===== config.mk =====
export PLATFORM = sky130hd
export DESIGN_NAME = dmem_arbiter
export DESIGN_NICKNAME = d
export VERILOG_FILES = /design/src/rtl/dmem_arbiter.sv
export SDC_FILE = /design/constraint.sdc
export NUM_CORES = 1
export LEC_CHECK = 0
export ABC_CLOCK_PERIOD_IN_PS = 3440
export BUFFER_PORTS_ARGS = -buffer_cell sky130_fd_sc_hd__buf_2
export CORE_MARGIN = 8
export CORE_UTILIZATION = 38
export CTS_BUF_LIST = sky130_fd_sc_hd__clkbuf_16
export DETAILED_ROUTE_END_ITERATION = 16
export HOLD_SLACK_MARGIN = 0.02
export PLACE_DENSITY = 0.77
export SLEW_MARGIN = 20
export SYNTH_ARGS = -nofsm -noshare
export SYNTH_HDL_FRONTEND = slang
export SYNTH_SLANG_ARGS = --single-unit

===== constraint.sdc =====
create_clock -name clk -period 3.44 [get_ports clk]
set_input_delay 0.688 -clock clk [delete_from_list [all_inputs] [get_ports clk]]
set_output_delay 0.688 -clock clk [all_outputs]
set_load 0.005 [all_outputs]

===== src/rtl/dmem_arbiter.sv =====
// Two-master arbiter/sequencer for the single-port byte-addressed data memory.
// Serialises accesses as IDLE -> ACCESS -> RESP and returns checked responses.
module dmem_arbiter #(
    parameter int unsigned MEM_BYTES  = 1024,
    parameter bit          FIXED_PRIO = 1'b0
) (
    input  logic        clk,
    input  logic        rst_n,

    input  logic        m0_req,
    input  logic        m0_we,
    input  logic [31:0] m0_addr,
    input  logic [31:0] m0_wdata,
    input  logic [2:0]  m0_size,
    input  logic        m0_sign,
    output logic        m0_gnt,
    output logic        m0_rvalid,
    output logic        m0_err,
    output logic [31:0] m0_rdata,

    input  logic        m1_req,
    input  logic        m1_we,
    input  logic [31:0] m1_addr,
    input  logic [31:0] m1_wdata,
    input  logic [2:0]  m1_size,
    input  logic        m1_sign,
    output logic        m1_gnt,
    output logic        m1_rvalid,
    output logic        m1_err,
    output logic [31:0] m1_rdata,

    output logic [31:0] mem_result,
    output logic [31:0] mem_data,
    output logic        mem_store,
    output logic        mem_load,
    output logic [2:0]  mem_size,
    output logic        mem_sign,
    input  logic [31:0] mem_rdata
);

    typedef enum logic [1:0] {
        IDLE   = 2'd0,
        ACCESS = 2'd1,
        RESP   = 2'd2
    } state_t;

    state_t      state, state_next;

    logic        cap_we;
    logic        cap_sign;
    logic        cap_owner;
    logic [31:0] cap_addr;
    logic [31:0] cap_wdata;
    logic [2:0]  cap_size;
    logic        rr_last;
    logic        err_q;

    logic        any_req;
    logic        winner;
    logic        grant;
    logic        size_bad;
    logic        misaligned;
    logic        out_of_range;
    logic        acc_err;
    logic [32:0] end_addr;
    logic        resp;
    logic        good_load;

    // Arbitration: single requester wins outright; a tie goes to the fixed
    // favourite or to whichever master did not win last time.
    always_comb begin
        any_req = m0_req | m1_req;
        if (m0_req && m1_req) begin
            winner = FIXED_PRIO ? 1'b0 : ~rr_last;
        end else begin
            winner = m1_req;
        end
        grant  = rst_n && (state == IDLE) && any_req;
        m0_gnt = grant && !winner;
        m1_gnt = grant && winner;
    end

    // Access check on the captured request; 33-bit end address avoids wrap.
    always_comb begin
        size_bad   = 1'b1;
        misaligned = 1'b0;
        case (cap_size)
            3'd1: size_bad = 1'b0;
            3'd2: begin
                size_bad   = 1'b0;
                misaligned = cap_addr[0];
            end
            3'd4: begin
                size_bad   = 1'b0;
                misaligned = |cap_addr[1:0];
            end
            default: size_bad = 1'b1;
        endcase
        end_addr     = {1'b0, cap_addr} + 33'(cap_size);
        out_of_range = end_addr > 33'(MEM_BYTES);
        acc_err      = size_bad || misaligned || out_of_range;
    end

    always_comb begin
        state_next = state;
        case (state)
            IDLE:    state_next = any_req ? ACCESS : IDLE;
            ACCESS:  state_next = RESP;
            RESP:    state_next = IDLE;
            default: state_next = IDLE;
        endcase
    end

    always_comb begin
        mem_result = cap_addr;
        mem_data   = cap_wdata;
        mem_size   = cap_size;
        mem_sign   = cap_sign;
        mem_store  = (state == ACCESS) && !acc_err && cap_we;
        mem_load   = (state == ACCESS) && !acc_err && !cap_we;

        resp       = (state == RESP);
        good_load  = !err_q && !cap_we;
        m0_rvalid  = resp && !cap_owner;
        m1_rvalid  = resp && cap_owner;
        m0_err     = m0_rvalid && err_q;
        m1_err     = m1_rvalid && err_q;
        m0_rdata   = (m0_rvalid && good_load) ? mem_rdata : '0;
        m1_rdata   = (m1_rvalid && good_load) ? mem_rdata : '0;
    end

    always_ff @(posedge clk) begin
        if (!rst_n) begin
            state     <= IDLE;
            rr_last   <= 1'b1;
            cap_we    <= 1'b0;
            cap_sign  <= 1'b0;
            cap_owner <= 1'b0;
            cap_addr  <= '0;
            cap_wdata <= '0;
            cap_size  <= '0;
            err_q     <= 1'b0;
        end else begin
            state <= state_next;
            if (grant) begin
                rr_last   <= winner;
                cap_owner <= winner;
                cap_we    <= winner ? m1_we    : m0_we;
                cap_addr  <= winner ? m1_addr  : m0_addr;
                cap_wdata <= winner ? m1_wdata : m0_wdata;
                cap_size  <= winner ? m1_size  : m0_size;
                cap_sign  <= winner ? m1_sign  : m0_sign;
            end
            if (state == ACCESS) begin
                err_q <= acc_err;
            end
        end
    end

endmodule


=== Yosys cells after proc, flatten, opt, wreduce, memory -nomap -nowiden ===
Cells that the tools add are included.

* Bitwise gates (word level): 2
* Add/subtract/negate cells: 1
* Shift operators: 0
* Reductions and logical operators: 25
* Muxes and demuxes: 12
* $mul: 0
* Order comparisons: 1
* Div/mod/pow operators: 0
* Equal/unequal tests: 5

{| class="wikitable"
|+ Operator list
! kind !! count
|-
| $mux W32 || 4
|-
| $add A32 B3 Y33 || 1
|-
| $gt A33 B11 Y1 const B || 1
|-
| $logic_and A1 B1 Y1 || 15
|-
| $logic_not A1 Y1 || 5
|-
| $mux W1 || 5
|-
| $pmux W2 S2 || 1
|-
| $eq A3 B1 Y1 const B || 1
|-
| $eq A3 B2 Y1 const B || 1
|-
| $eq A3 B3 Y1 const B || 1
|-
| $mux W3 || 1
|-
| $reduce_or A3 Y1 || 1
|-
| $eq A2 B1 Y1 const B || 1
|-
| $eq A2 B2 Y1 const B || 1
|-
| $logic_not A2 Y1 || 1
|-
| $logic_or A1 B1 Y1 || 2
|-
| $pmux W1 S2 || 1
|-
| $reduce_or A2 Y1 || 1
|-
| $not A1 Y1 || 1
|-
| $or A1 B1 Y1 || 1
|}

* Memories: 0
* Flip-flop bits (word level): 74
* Input bits: 174
* Output and inout port bits: 140
* Bits in latches: 0
* RAM bits: 0
* ROM bits: 0

=== Logic depth before layout (Yosys ltp) ===
* Word-level depth: 8
* Gate-level depth with buffers: 9
* Gate-level depth less buffers: 9

=== Worst setup path after synthesis ===
Ideal clock, no wire load.

* Kind: reg2out
* Start point: register cap_size[0] (netlist: mem_size[0])
* End point: output mem_load
* Arrival time: 2947 ps
* Stages on the path, launching flop included: 10
* Path slack: -195 ps
* Path buffers: 0
* Cells stage by stage: dfxtp_1 ha_1 fa_1 a21oi_4 or4_2 nor2_1 a21oi_1 or4_1 or4_4 nor3_1

* Word-level cells in the longest chain between the ends: 8

{| class="wikitable"
|+ RTL lines
! element !! line !! RTL
|-
| start: declaration || 54 || <nowiki>logic [2:0] cap_size;</nowiki>
|-
| start signal: assignment || 151 || <nowiki>cap_size <= winner ? m1_size : m0_size;</nowiki>
|-
| branches (longest 4 deep; another with $add A32 B3 Y33) || -- ||
|-
| $logic_or A1 B1 Y1 * || 101 || <nowiki>acc_err = size_bad || misaligned || out_of_range;</nowiki>
|-
| $logic_not A1 Y1 * || 120 || <nowiki>mem_load = (state == ACCESS) && !acc_err && !cap_we;</nowiki>
|-
| $logic_and A1 B1 Y1 * (2 in series) || 120 ||
|-
| end: declaration || 35 || <nowiki>output logic mem_load,</nowiki>
|}

Every way passes the cells marked *.

=== Worst setup path in the final report ===
Ends and elaborated chain as after synthesis.

==> results.sh <==
export IMPL_status="finished, violations left"
export IMPL_violations="negative setup slack"
export IMPL_cp_end_kind="primary output"
export IMPL_cts_tree="yes"
export IMPL_fin_skew_ns=0.00703
export IMPL_cap_violations=0
export IMPL_antenna_left=0
export IMPL_numCtsBuffers=9
export IMPL_drt_iter0_markers=274
export IMPL_synth_area_per_cell_um2=8.79
export IMPL_synth_seq_cells=74
export IMPL_power_density_mw_per_mm2=405
export IMPL_dieArea_mm2=0.0158
export IMPL_start_util_pct=38.5
export IMPL_hold_viol=0
export IMPL_max_vdd_ir_drop_v=0.000224
export IMPL_slew_viol_final=0
export IMPL_vias=5095
export IMPL_final_util_pct=58.1
export IMPL_syn_area_mm2=0.00459
export IMPL_synth_ff_type="dfxtp_1"
export IMPL_max_clock_freq_mhz=272
export IMPL_drc_errors=0
export IMPL_cts_root_buf="clkbuf_16"
export IMPL_synth_async_reset_ratio_pct=0
export IMPL_final_nets=1025
export IMPL_critPathLaunchType="flip-flop"
export IMPL_grt_max_degree=138
export IMPL_h_tree_depth=3
export IMPL_die_y_um=126
export IMPL_critPathKind="reg2out"
export IMPL_grt_antenna_before_repair=1
export IMPL_die_w_um=126
export IMPL_dp_hpwl_um=14000
export IMPL_port_buffers=313
export IMPL_rows=40
export IMPL_synth_edf_count=0
export IMPL_worst_pin_slew_ns=0.518
export IMPL_worstPathArrival_ns=2.99
export IMPL_worstPathRequired_ns=2.75
export IMPL_leakagePower_nw=4.08
export IMPL_cp_max_fo=4
export IMPL_setup_violations=2
export IMPL_period_needed_ns=3.68
export IMPL_period_share_pct=107
export IMPL_area_growth_pct=50.9
export IMPL_core_area_mm2=0.0119
export IMPL_clock_latency_ns=0.33
export IMPL_final_layout_size_suffix_gt1_share_pct=46.9
export IMPL_wl_per_cell_um=17.2
export IMPL_grt_usage_pct=20.7
export IMPL_drt_vias_per_instance=5.10
export IMPL_wl_um=17200
export IMPL_drt_pass1_iterations=5
export IMPL_diodes=0
export IMPL_clock_path_buffers=2
export IMPL_ys_types=52
export IMPL_syn_nets=700
export IMPL_ys_warnings_count=0
export IMPL_synth_cells=522
export IMPL_grt_pass1_wl_um=26600
export IMPL_pin_count=314
export IMPL_path_clk_slew_ns=0.06
export IMPL_slew_headroom_pct=65.5
export IMPL_hp_class="reg2reg"
export IMPL_routabilityCongestion=0.897
export IMPL_layout_setup_ws_ns=-0.240
export IMPL_clock_sinks=74
export IMPL_yosysSeqAreaShare_pct=32.3
export IMPL_grt_pass1_vias=5002
export IMPL_rsz0062_at_grt="true"
export IMPL_setup_tns_ns=-0.472
export IMPL_totalPowerFinal_mw=2.81
export IMPL_grt_overflow_total=0
-- area by class of cell --
class / count / area (um2)
fill: 1112 / 4990
multi-input combinational: 407 / 3050
timing repair buffer: 352 / 1880
sequential: 74 / 1490
clock buffer: 9 / 225
tap: 147 / 184
clock inverter: 7 / 85.1
inverter: 3 / 11.3
-- routing by layer --
layer  track usage [%]  share of wire [%]
met5                 0                  0
met2              34.7                 48
met1              24.4                 42
met3              7.22                8.9
met4              6.37                1.3
-- kinds of logic (layout without fill, tap and decap cells) --
group / count (synthesis) / in the layout / share of synthesized area, %
muxes: 71 / 71 / 15.5
buffers and inverters: 41 / 371 / 3.35
and+or+nand+nor: 222 / 222 / 25.4
AOI/OAI and AO/OA: 99 / 99 / 20.1
xor gates and xnor gates: 11 / 11 / 2.10
DFF: 74 / 74 / 32.3
adders and majority gates: 4 / 4 / 1.25
-- state kept, by name (all words and copies together) (netlist names), 2 cells and up --
register and flops:
mem_data 32, mem_result 32, mem_size 3, state 2
-- cell usage after synthesis, types with 2 or more instances --
cell	count	area share [%]
a211o_1	2	0.38
a211oi_1	2	0.33
a21boi_0	2	0.33
a21oi_1	4	0.44
a311oi_1	2	0.38
a31o_2	2	0.38
a31oi_1	4	0.55
and2_1	69	9.4
and3_1	2	0.27
buf_1	2	0.16
clkbuf_1	36	2.9
dfxtp_1	74	32
ha_1	3	0.82
inv_1	3	0.25
mux2i_1	71	15
nand2_1	83	6.8
nand2b_1	3	0.41
nand3_1	6	0.65
nand4_1	5	0.68
nor2_1	18	1.5
nor3_1	13	1.4
nor3b_1	4	0.65
nor4_1	2	0.27
nor4b_1	2	0.38
o211a_1	69	15
o31ai_1	2	0.33
or3_2	2	0.33
or4_4	2	0.49
xnor2_1	8	1.5
xor2_1	3	0.57
-- report_power, final --
group	total (mW)	switching, mW	internal, mW
logic	0.787	0.386	0.401
clock network	0.985	0.358	0.627
registers	1.04	0.0767	0.960
-- metrics by stage --
stage | setup slack (ns) | hold WS (ns) | instances | instance area [um2]
3_5_place_dp | -0.110 | 0.480 | 982 | 6570
3_3_place_gp | -0.0701 | 0.475 | 982 | 6570
2_1_floorplan | 0.0537 | 0.444 | 522 | 4620
4_1_cts | -0.249 | 0.494 | 998 | 6880
6_report | -0.240 | 0.491 | 999 | 6930
5_1_grt | -0.330 | 0.509 | 999 | 6930
-- timing repair --
| action | 4_1_cts | 5_1_grt |
|---|---|---|
| endpoints found under the setup margin | 2 | 2 |
| setup buffers | 0 | 1 |
| resized for setup | 1 | 9 |
| hold buffers | 0 | 0 |
| pin swaps | 6 | 1 |
| gates cloned | 0 | 0 |
-- worst max-delay path, cell delays in order, from the launching register on --
cell and delay [ns]:
dfxtp_4 0.36, ha_4 0.14, fa_2 0.23, a21oi_4 0.08
or4_4 0.51, nor2_4 0.10, a21oi_2 0.04, or4_1 0.50
or4_4 0.46, nor3_2 0.11, buf_2 0.13
-- path summary, 6_finish.rpt --
kind	cells after the start	from	slack [ns]	to
setup / recovery	10	mem_size[0]$_SDFFE_PN0P_	-0.24	mem_load
hold / removal	1	mem_data[19]$_SDFFE_PN0P_	0.49	mem_data[19]$_SDFFE_PN0P_
setup reg to reg	9	mem_size[0]$_SDFFE_PN0P_	0.71	err_q$_SDFFE_PN0P_
hold reg to reg	1	mem_data[19]$_SDFFE_PN0P_	0.49	mem_data[19]$_SDFFE_PN0P_
-- cells in the final DEF (no fill, tap or decap), types with 3 or more instances in the layout --
master	n
buf_2	313
nand2_1	83
dfxtp_1	72
mux2i_1	71
and2_1	69
o211a_1	69
buf_4	37
nor2_1	15
clkbuf_16	9
nor3_1	8
xnor2_1	8
nand3_1	6
nor3_2	5
nand4_1	5
inv_1	4
a31oi_1	4
xor2_1	3
or4_4	3
nand2b_1	3
Power figures use the tool's default switching activity.
